$ cat config.mk
export PLATFORM = sky130hd
export DESIGN_NAME = bg_palette_fade_ctrl
export DESIGN_NICKNAME = d
export VERILOG_FILES = /design/src/rtl/bg_palette_fade_ctrl.sv
export SDC_FILE = /design/constraint.sdc
export NUM_CORES = 1
export LEC_CHECK = 0
export BUFFER_PORTS_ARGS = -buffer_cell sky130_fd_sc_hd__buf_2
export CAP_MARGIN = 0
export CORE_MARGIN = 1.5
export CORE_UTILIZATION = 49
export DETAILED_ROUTE_END_ITERATION = 6
export HOLD_SLACK_MARGIN = 0.03
export PLACE_DENSITY = 0.73
export REMOVE_ABC_BUFFERS = 1
export SYNTH_ARGS = -nofsm -noshare
export SYNTH_HDL_FRONTEND = slang
export SYNTH_SLANG_ARGS = --single-unit
$ cat constraint.sdc
create_clock -name clk -period 2.8 [get_ports clk]
set_input_delay 0.42 -clock clk [delete_from_list [all_inputs] [get_ports clk]]
set_output_delay 0.42 -clock clk [all_outputs]
set_load 0.1 [all_outputs]
$ cat src/rtl/bg_palette_fade_ctrl.sv
// Background palette brightness sequencer: scales palette RGB by a global level and
// steps that level toward black or full brightness. Optional abort via PAL_FADE_ABORT_EN.
module bg_palette_fade_ctrl #(
  parameter int unsigned FRAMES_PER_STEP = 4
) (
  input  logic       clk,
  input  logic       rst_n,
  input  logic       frame_start,
  input  logic       cmd_valid,
  input  logic       cmd_dir,
  output logic       cmd_ready,
  input  logic       abort,
  output logic       busy,
  output logic       done,
  output logic [4:0] level,
  input  logic       pix_valid_in,
  input  logic [3:0] red_in,
  input  logic [3:0] green_in,
  input  logic [3:0] blue_in,
  output logic       pix_valid_out,
  output logic [3:0] red_out,
  output logic [3:0] green_out,
  output logic [3:0] blue_out
);

  typedef enum logic [1:0] {StIdle, StFading, StFinish} state_e;

  state_e     state_q, state_d;
  logic [4:0] level_q, level_d;
  logic [4:0] target_q, target_d;
  logic [7:0] cnt_q, cnt_d;
  logic [8:0] cnt_inc;
  logic       step_hit;
  logic [4:0] level_step;
  logic       abort_act;

`ifdef PAL_FADE_ABORT_EN
  assign abort_act = abort;
`else
  logic abort_unused;
  assign abort_unused = abort;
  assign abort_act    = 1'b0;
`endif

  // 9-bit sum so FRAMES_PER_STEP = 255 compares without wrapping.
  assign cnt_inc    = {1'b0, cnt_q} + 9'd1;
  assign step_hit   = (cnt_inc == 9'(FRAMES_PER_STEP));
  assign level_step = (target_q == 5'd0) ? level_q - 5'd1 : level_q + 5'd1;

  always_ff @(posedge clk or negedge rst_n) begin
    if (!rst_n) begin
      state_q  <= StIdle;
      level_q  <= 5'd16;
      target_q <= 5'd16;
      cnt_q    <= 8'd0;
    end else begin
      state_q  <= state_d;
      level_q  <= level_d;
      target_q <= target_d;
      cnt_q    <= cnt_d;
    end
  end

  always_comb begin
    state_d  = state_q;
    level_d  = level_q;
    target_d = target_q;
    cnt_d    = cnt_q;
    unique case (state_q)
      StIdle: begin
        // A frame_start coincident with acceptance is deliberately not counted.
        if (cmd_valid) begin
          target_d = cmd_dir ? 5'd0 : 5'd16;
          cnt_d    = 8'd0;
          state_d  = (target_d == level_q) ? StFinish : StFading;
        end
      end
      StFading: begin
        if (frame_start) begin
          if (step_hit) begin
            cnt_d   = 8'd0;
            level_d = level_step;
            if (level_step == target_q) state_d = StFinish;
          end else begin
            cnt_d = cnt_inc[7:0];
          end
        end
      end
      StFinish: state_d = StIdle;
      default:  state_d = StIdle;
    endcase
    if (abort_act && (state_q != StIdle)) begin
      level_d = 5'd16;
      cnt_d   = 8'd0;
      state_d = StIdle;
    end
  end

  always_comb begin
    cmd_ready = (state_q == StIdle);
    busy      = (state_q == StFading) || (state_q == StFinish);
    done      = (state_q == StFinish);
  end

  assign level = level_q;

  // Pixel pipeline: stage 1 snapshots colour and level, stage 2 holds the scaled result.
  logic       s1_valid;
  logic [3:0] s1_red, s1_green, s1_blue;
  logic [4:0] s1_level;
  logic [8:0] prod_red, prod_green, prod_blue;
  logic       prod_unused;

  assign prod_red    = 9'(s1_red) * 9'(s1_level);
  assign prod_green  = 9'(s1_green) * 9'(s1_level);
  assign prod_blue   = 9'(s1_blue) * 9'(s1_level);
  // Bit 8 is always zero (max 240); low nibble is the discarded fraction.
  assign prod_unused = ^{prod_red[8], prod_red[3:0], prod_green[8], prod_green[3:0],
                         prod_blue[8], prod_blue[3:0]};

  always_ff @(posedge clk or negedge rst_n) begin
    if (!rst_n) begin
      s1_valid      <= 1'b0;
      s1_red        <= 4'd0;
      s1_green      <= 4'd0;
      s1_blue       <= 4'd0;
      s1_level      <= 5'd16;
      pix_valid_out <= 1'b0;
      red_out       <= 4'd0;
      green_out     <= 4'd0;
      blue_out      <= 4'd0;
    end else begin
      s1_valid      <= pix_valid_in;
      s1_red        <= red_in;
      s1_green      <= green_in;
      s1_blue       <= blue_in;
      s1_level      <= level_q;
      pix_valid_out <= s1_valid;
      red_out       <= prod_red[7:4];
      green_out     <= prod_green[7:4];
      blue_out      <= prod_blue[7:4];
    end
  end

endmodule

Word-level counts from Yosys, hierarchy flattened --
Cells that the tools add are included.
Word-level totals: word-level logic and storage cells 48, output and inout bits 21, input bits 19, register bits after elaboration 51
Operators by class: reduce and logical (&&, ||, !) cells 8, multipliers 3, eq/ne operators 9, add/sub/neg operators 3, mux-type cells 12
Operators by type and width (number):
- 4-bit by 5-bit multiplier with 8-bit output | 3
- 8-bit two-way mux | 3
- 8-bit case mux with 2 select lines | 1
- 5-bit equality test | 2
- 2-bit two-way mux | 5
- 5-bit two-way mux | 2
- 8-bit by 1-bit adder with 9-bit output (second input constant) | 1
- 9-bit by 3-bit equality test with 1-bit output (second input constant) | 1
- 2-bit != test (second input constant) | 4
- 3-bit AND reduction | 2
- 5-bit by 1-bit adder with 5-bit output (second input constant) | 1
- 5-bit logical NOT | 1
- 5-bit by 1-bit subtractor with 5-bit output (second input constant) | 1
- 2-bit case mux with 2 select lines | 1
- 4-bit AND reduction | 1
- 2-bit by 1-bit equality test with 1-bit output (second input constant) | 1
- 2-bit equality test (second input constant) | 1
- 2-bit logical NOT | 1
- 2-bit AND reduction | 1
- 2-bit nonzero test | 1
- 1-bit logical OR | 1

Logic depth before layout (Yosys ltp) --
Gate-level depths: netlist of the first run.
depth in word-level cells 7, depth in mapped cells 11, depth with buffers taken out 10

Least setup slack after synthesis of the first run --
No wires, ideal clock.
path type register to register, from register s1_level[2], to register blue_out[3], stages on the path, launching flop included 12, library setup time 69 ps, path buffers 1, data required time 2731 ps, arrival time 2924 ps, slack -193 ps, clock period less this slack 2993 ps, path through dfrtp_1 > clkbuf_1 > nand2_1 > fa_1 > inv_1 > fa_1 > ha_1 > and4_1 > a21oi_1 > o21bai_1 > a2111o_1 > nand3_1
Between the ends: word-level cells in the longest chain between the ends 1
RTL lines:
- start: declaration | RTL line 110 | logic [4:0] s1_level;
- start signal: assignment | RTL line 137 | s1_level <= level_q;
- 4-bit by 5-bit multiplier with 8-bit output | RTL line 116 | assign prod_blue = 9'(s1_blue) * 9'(s1_level);
- named net prod_blue[7] | RTL line 111 | logic [8:0] prod_red, prod_green, prod_blue;
- end signal: assignment | RTL line 141 | blue_out <= prod_blue[7:4];
- end: declaration | RTL line 23 | output logic [3:0] blue_out
The timed path passes the listed nets, and every way through them passes these cells. A chain may end at the register's enable or synchronous reset.

Final worst setup path of the first run --
from register s1_level[0], to register red_out[3]
Between the ends: word-level cells in the longest chain between the ends 1
RTL lines:
- 4-bit by 5-bit multiplier with 8-bit output | RTL line 114 | assign prod_red = 9'(s1_red) * 9'(s1_level);
- named net prod_red[7] | RTL line 111
- end signal: assignment | RTL line 139 | red_out <= prod_red[7:4];
- end: declaration | RTL line 21 | output logic [3:0] red_out,
The timed path passes the listed nets, and every way through them passes these cells.

==> key figures, run 1 <==
Place
  – Placer Congestion: 0.8544
  – Port bufs: 38
  – Placement Setup Slack: -0.2135 ns
  – Hpwl dp: 4689 µm

STA
  – Slew headroom: 30.67%
  – Clk_skew: 0.003611 ns
  – Max-slew violation count: 0
  – Worst-Margin Slew: 1.040 ns
  – Min Tclk post-route: 2.834 ns
  – Fin crit share: 101.2%
  – Min setup slack post-route: -0.03415 ns
  – Setup-failing EPs final: 1
  – RSZ-0062 raised after global routing: yes
  – Peak Freq: 352.8 MHz
  – Final hold vios: 0
  – Worst hold slack: 0.2069 ns

Power and ir drop
  – Leakage power: 1.961 nW
  – Cell Pwr Density: 523.0 mW/mm²
  – Peak VDD IR: 1.378 mV
  – Power consumption: 2.021 mW

Logic synthesis
  – Syn. warnings: 0
  – Cells after Synth: 322
  – Mapped cell area: 0.003297 mm²
  – EDFF count, synth: 0
  – Yosys reg bits: 47
  – Syn_area_per_cell: 10.24 µm²
  – Netlist cell types: 48
  – Register area share after synthesis: 35.79%
  – Top FF cell, synth: dfrtp_1
  – Async S/R FF share, synth: 100.0%

Setup path
  – Worst Reg-to-Reg Cells: 10
  – Critical R2R Launch: s1_level[0]
  – Crit path from: s1_level[0]
  – Reg2reg end: red_out[3]
  – Crit. End Element: register
  – Critical Path End: red_out[3]
  – Worst Path Required: 3.03 ns
  – Worst reg-to-reg setup slack: -0.03 ns
  – Startpoint Class: register
  – Critical-path maximum fanout: 7
  – CP arrival: 3.06 ns
  – Worst Path Class, Setup: reg -> reg

Global route
  – GR Util met1: 26.03%
  – M2 GR Usage: 34.70%
  – Tot GR Track Use: 20.20%
  – Largest net degree at the start of global routing: 48
  – Antenna violations before repair: 0
  – First-pass GRT wire length: 11,650 µm
  – Number of global-route vias before repair: 2,569
  – Met3 usage: 2.918%
  – Busiest grt layer: met2
  – GRT overflow: 0

Route
  – Routed vias/inst: 5.408
  – Vias: 2,477
  – First-pass DRT Iterations: 6
  – Total Wirelength: 6449 µm
  – Iter 0 DRT Violations: 121
  – Post-DRT Antenna Nets: 0
  – Routed WL per cell: 14.08 µm
  – Drt drc: 3

Clock tree
  – Clk buf depth: 2
  – Clk root buf: clkbuf_8
  – Clk sinks: 47
  – TritonCTS Buffers: 5
  – Hold_buf cts: 0
  – H-tree depth: 2
  – CTS tree: built
  – Clock Latency Late Sink: 0.31 ns
  – Reg clk slew, reported paths: 0.10 ns

Layout
  – Reg area: 0.001184 mm²
  – Final core utilization: 60.16%
  – Nets: 451
  – Filler instances: 550
  – Fraction of layout cells with a size suffix above 1: 24.93%
  – # diodes: 0
  – Area growth, synth to finish: 17.19%
  – Multi-input logic area: 0.002051 mm²

Flow run
  – Max-cap violations: 0

Outcome
  – Status: finished with violations
  – Failing checks: design-rule violations, negative setup slack

Die
  – # rows: 29
  – Core ar.: 0.006422 mm²
  – Chip width: 85.03 µm
  – Initial Utilization: 51.33%
  – I/O pin cnt: 40
  – Die H: 85.03 µm
  – Die ar.: 0.007229 mm²

Min path
  – Hold Crit Class: in -> reg
timing repair:
item,CTS,global route
setup buffers,4,1
endpoints found under the setup margin,9,9
resized for setup,16,4
pin swaps,20,8
cell usage in the layout (no fill, tap or decap), types with 2 or more instances in the layout:
master	n
dfrtp_2	3
o21ai_0	4
and2_1	30
o21a_1	2
xor2_1	8
dfstp_2	3
nor2_1	2
o21bai_2	2
or2_1	2
a21oi_2	4
buf_4	20
nand4_1	2
fa_1	16
nor4_1	2
nand3_1	11
ha_1	35
and4_1	3
and3_1	6
nor3_1	8
nor3b_1	2
inv_6	2
dfrtp_1	41
or3_1	3
a211oi_1	3
nand2b_1	3
clkbuf_8	5
inv_1	23
xnor2_1	14
buf_2	38
mux2_4	3
o211ai_1	6
nand2_2	6
a21o_1	4
nand2_1	34
a21oi_1	3
a2111o_1	2
o21ai_1	3
o221ai_1	2
synthesized netlist by cell type, types with 2 or more instances:
cell type / instances / area [µm²]
o21bai_1: 3 / 22.52
xor2_1: 8 / 70.07
mux2_4: 3 / 45.04
nand4_1: 2 / 12.51
nand3_1: 11 / 55.05
and2_1: 30 / 187.7
o21ai_1: 3 / 15.01
xnor2_1: 14 / 122.6
inv_1: 24 / 90.09
and4_1: 3 / 26.28
nor3_1: 8 / 40.04
o21ai_0: 4 / 20.02
dfrtp_1: 44 / 1101
a2111o_1: 2 / 22.52
nand2b_1: 3 / 18.77
or3_1: 3 / 18.77
nor2_1: 2 / 7.510
and3_1: 6 / 37.54
a21oi_1: 8 / 40.04
o211ai_1: 6 / 45.04
ha_1: 36 / 450.4
o21a_1: 2 / 15.01
a211oi_1: 3 / 22.52
nor4_1: 2 / 12.51
fa_1: 16 / 320.3
dfstp_2: 3 / 78.83
o221ai_1: 2 / 17.52
or2_1: 2 / 12.51
nor3b_1: 2 / 15.01
clkbuf_1: 7 / 26.28
nand2_1: 40 / 150.1
a21o_1: 4 / 30.03
cell families (layout without fill, tap and decap cells):
group	Yosys count	in the layout	share of synthesized area [%]
compound gates	45	45	9.678
xor+xnor	22	22	5.845
fa+ha+maj	52	52	23.38
buf+inv	32	91	3.871
flops	47	47	35.79
mux	3	3	1.366
simple gates	121	121	20.08
per-layer routing:
layer / part of all wire, % / vias to the layer above
met5: 0 / -
met4: 1.8 / 0
met3: 3.4 / 12
met2: 50 / 45
met1: 45 / 1201
li1: - / 1219
worst max-delay path: stages (launching register included):
cell      delay [ns]
dfrtp_2         0.45
nand2_2         0.07
fa_1            0.57
inv_2           0.04
fa_1            0.43
ha_1            0.29
and4_1          0.17
a21oi_2         0.19
o21bai_2        0.09
a2111o_1        0.37
o211ai_1        0.10
metrics by stage:
| step | cells | TNS [ns] | cell area (µm²) |
|---|---|---|---|
| after floorplan | 314 | -0.1229 | 3259 |
| after global placement | 446 | -0.5460 | 3674 |
| after detailed placement | 446 | -1.083 | 3674 |
| after CTS | 458 | -0.05373 | 3845 |
| after global routing | 458 | -0.6282 | 3864 |
| final | 458 | -0.03415 | 3864 |
power breakdown:
group | internal (mW) | switching [mW] | leakage [nW] | total [mW]
logic | 0.195 | 0.608 | 1.34 | 0.803
registers | 0.734 | 0.0403 | 0.576 | 0.775
clock network | 0.181 | 0.261 | 0.0489 | 0.442
total | 1.11 | 0.910 | 1.96 | 2.02
flip-flops by register name (all words and copies together), names as in the netlist, 2 cells and up:
| signal | count |
|---|---|
| state_q | 2 |
| s1_red | 4 |
| green_out | 4 |
| blue_out | 4 |
| s1_level | 5 |
| red_out | 4 |
| s1_green | 4 |
| cnt_q | 8 |
| level | 5 |
| s1_blue | 4 |
how the worst min path moves through the flow:
stage	start	to	slack [ns]	depth (start not counted)
2_1_floorplan	rst_n	blue_out[0]	0.12	0
3_3_place_gp	s1_valid	pix_valid_out	0.33	0
3_5_place_dp	s1_valid	pix_valid_out	0.34	0
4_1_cts	pix_valid_in	s1_valid	0.19	1
5_1_grt	pix_valid_in	s1_valid	0.19	1
6_report	red_in[1]	s1_red[1]	0.21	1
area by class of cell:
type / instances / share of cell area, %
clock buffers: 5 / 1.781
flip-flops and latches: 47 / 30.63
clock inverters: 3 / 0.5829
repair buffers: 59 / 9.100
multi-input cells: 243 / 53.08
inverters: 24 / 2.332
well taps: 77 / 2.494
Power figures use the tool's default switching activity.
==> run 2, diff against run 1 <==
--- a/config.mk
+++ b/config.mk
@@ -11,2 +11,3 @@
 export CORE_UTILIZATION = 49
+export CTS_CLUSTER_SIZE = 24
 export DETAILED_ROUTE_END_ITERATION = 6
==> constraint.sdc (replaced) <==
create_clock -name clk -period 2.8 [get_ports clk]
set_input_delay 0 -clock clk [delete_from_list [all_inputs] [get_ports clk]]
set_output_delay 0 -clock clk [all_outputs]
set_load 0.1 [all_outputs]
==> run 2 against run 1 <==
Global-route usage shrank 0.85 points; power grew 5.6%; clock power grew 19%; count of clock-buffer cells in the layout grew 1; design area grew 5.8%; critical endpoint is now blue_out[3]; setup slack gained 0.035 ns; critical path depth is the same; sequential share of layout area shrank 1.6 points; register-to-register slack gained 0.03 ns; cell count grew 4.1%; worst hold slack lost 0.095 ns; the flow finishes with violations (design-rule violations); non-clock buffer count grew 19; largest power group unchanged.
==> key figures, run 2 (synthesis gave the netlist of run 1 again) <==
Outcome
  – Status: finished with violations (unchanged)
  – Failing checks: design-rule violations (was design-rule violations, negative setup slack)

Place
  – Placed instance area: 0.003666 mm² (was 0.003674 mm²)
  – Port bufs: 38 (unchanged)
  – Placed cell count: 445 (was 446)
  – Placer Congestion: 0.8524 (was 0.8544)
  – Hpwl dp: 4565 µm (was 4689 µm)
  – Placement Setup Slack: -0.2082 ns (was -0.2135 ns)

Layout
  – Max FFs per register: 8 (unchanged)
  – # diodes: 0 (unchanged)
  – Commonest non-fill, non-tap cell in the layout: dfrtp_1 (unchanged)
  – Reg area: 0.001185 mm² (was 0.001184 mm²)
  – Multi-input logic area: 0.002063 mm² (was 0.002051 mm²)
  – Fraction of layout cells with a size suffix above 1: 26.25% (was 24.93%)
  – Area growth, synth to finish: 23.98% (was 17.19%)
  – Top reg by flops: cnt_q (unchanged)
  – Fin area: 0.004088 mm² (was 0.003864 mm²)
  – Most frequent cells in the layout: 40 x dfrtp_1, 39 x buf_2, 34 x ha_1 (was 41 x dfrtp_1, 38 x buf_2, 35 x ha_1)
  – Nets: 470 (was 451)
  – Filler instances: 506 (was 550)
  – Final cell count without fillers: 477 (was 458)

Die
  – Die ar.: 0.007229 mm² (unchanged)
  – Chip width: 85.03 µm (unchanged)
  – Initial Utilization: 51.33% (unchanged)
  – # rows: 29 (unchanged)
  – Core ar.: 0.006422 mm² (unchanged)
  – Die H: 85.03 µm (unchanged)
  – I/O pin cnt: 40 (unchanged)

Clock tree
  – Reg clk slew, reported paths: 0.09 ns (was 0.10 ns)
  – H-tree depth: 2 (unchanged)
  – Clk root buf: clkbuf_8 (unchanged)
  – TritonCTS Buffers: 5 (unchanged)
  – Clock Latency Late Sink: 0.30 ns (was 0.31 ns)
  – CTS tree: built (unchanged)
  – Clk buf depth: 2 (unchanged)
  – Clk sinks: 47 (unchanged)

Route
  – First-pass DRT Iterations: 6 (unchanged)
  – Iter 0 DRT Violations: 104 (was 121)
  – Vias: 2,548 (was 2,477)
  – Post-DRT Antenna Nets: 0 (unchanged)
  – Drt drc: 3 (unchanged)
  – Routed WL per cell: 13.74 µm (was 14.08 µm)
  – Total Wirelength: 6553 µm (was 6449 µm)
  – Routed vias/inst: 5.342 (was 5.408)

Setup path
  – Reg2reg end: blue_out[3] (was red_out[3])
  – Worst Path Class, Setup: reg -> reg (unchanged)
  – Startpoint Class: register (unchanged)
  – Critical Path End: blue_out[3] (was red_out[3])
  – Critical R2R Launch: s1_blue[3] (was s1_level[0])
  – Worst Path Required: 3.04 ns (was 3.03 ns)
  – Crit path from: s1_blue[3] (was s1_level[0])
  – Worst Reg-to-Reg Cells: 10 (unchanged)
  – CP arrival: 3.04 ns (was 3.06 ns)
  – Critical-path maximum fanout: 4 (was 7)
  – Crit. End Element: register (unchanged)
  – Worst reg-to-reg setup slack: 0.0007 ns (was -0.03 ns)

STA
  – Slew headroom: 31.82% (was 30.67%)
  – Setup TNS: 0 ns (was -0.03415 ns)
  – Setup-failing EPs final: 0 (was 1)
  – Fin crit share: 99.97% (was 101.2%)
  – Min setup slack post-route: 0.0007394 ns (was -0.03415 ns)
  – Worst-Margin Slew: 1.023 ns (was 1.040 ns)
  – Min Tclk post-route: 2.799 ns (was 2.834 ns)
  – Max-slew violation count: 0 (unchanged)
  – Clk_skew: 0.008281 ns (was 0.003611 ns)
  – Final hold vios: 0 (unchanged)
  – Peak Freq: 357.2 MHz (was 352.8 MHz)
  – RSZ-0062 raised after global routing: yes (unchanged)

Global route
  – GRT overflow: 0 (unchanged)
  – Tot GR Track Use: 19.35% (was 20.20%)
  – Antenna violations before repair: 0 (unchanged)
  – First-pass GRT wire length: 11,240 µm (was 11,650 µm)
  – Number of global-route vias before repair: 2,555 (was 2,569)
  – Largest net degree at the start of global routing: 48 (unchanged)

Power and ir drop
  – Peak VDD IR: 0.7754 mV (was 1.378 mV)
  – Cell Pwr Density: 522.2 mW/mm² (was 523.0 mW/mm²)
  – Power consumption: 2.135 mW (was 2.021 mW)
  – Leakage power: 2.050 nW (was 1.961 nW)

Min path
  – Hold Crit Class: in -> reg (unchanged)
  – Hold path depth: 4 (was 1)

Flow run
  – Max-cap violations: 0 (unchanged)
-- run 2: cell count changes in the layout (fill, tap and decap cells not counted), moves of 2 or more --
cell and change:
inv_1 -2, o21bai_2 -2, o21bai_1 +2, nand2_2 +3, inv_6 -2, dlygate4sd3_1 +16
inv_2 +2, nand2_1 -3
-- run 2: how the worst min path moves through the flow --
stage                            start  slack, ns     endpoint
after floorplan                  rst_n      -0.30  blue_out[0]
after global placement    pix_valid_in       0.11     s1_valid
after detailed placement    blue_in[0]       0.11   s1_blue[0]
after CTS                    cmd_valid        0.1   state_q[1]
after global routing         cmd_valid       0.12   state_q[1]
final                        cmd_valid       0.11   state_q[1]
-- run 2: worst max-delay path: stages (launching register included) --
cell and delay (ns):
dfrtp_1 0.43, nand2_2 0.09, fa_1 0.54, inv_1 0.05, fa_1 0.44, ha_1 0.27, and4_1 0.20, a21oi_2 0.14
o21bai_1 0.12, a2111o_1 0.37, nand3_1 0.08
-- run 2: per-layer routing --
metal  routed length [µm]  track usage (%)  part of all wire (%)
met2                 3362            34.34                    51
met4                   76            5.365                   1.2
met5                    0                0                     0
met3                  242            3.210                   3.7
met1                 2872            24.38                    44
-- run 2: area by class of cell --
type                       count  area share [%]
timing repair buffer          78           13.10
sequential                    47           28.99
clock buffer                   6           2.020
tap                           77           2.357
inverter                      24           2.204
multi-input combinational    243           50.47
clock inverter                 2          0.8571
-- run 2: timing repair --
item,4_1_cts,5_1_grt
buffers inserted,5,3
gates resized for setup,8,23
hold buffers,16,0
pin swaps,16,8
endpoints found under the setup margin,8,9
endpoints found under the hold margin,58,0
-- run 2: power breakdown --
group / internal (mW) / total (mW) / switching [mW]
combinational: 0.217 / 0.832 / 0.614
sequential: 0.735 / 0.777 / 0.0427
clock: 0.289 / 0.525 / 0.236
-- run 2: through the flow --
stage	hold WS, ns	util (%)
floorplan	-0.2956	-
global placement	0.1075	57.08
detailed placement	0.1093	57.08
CTS	0.09695	62.30
global route	0.1228	63.65
finish	0.1122	63.65
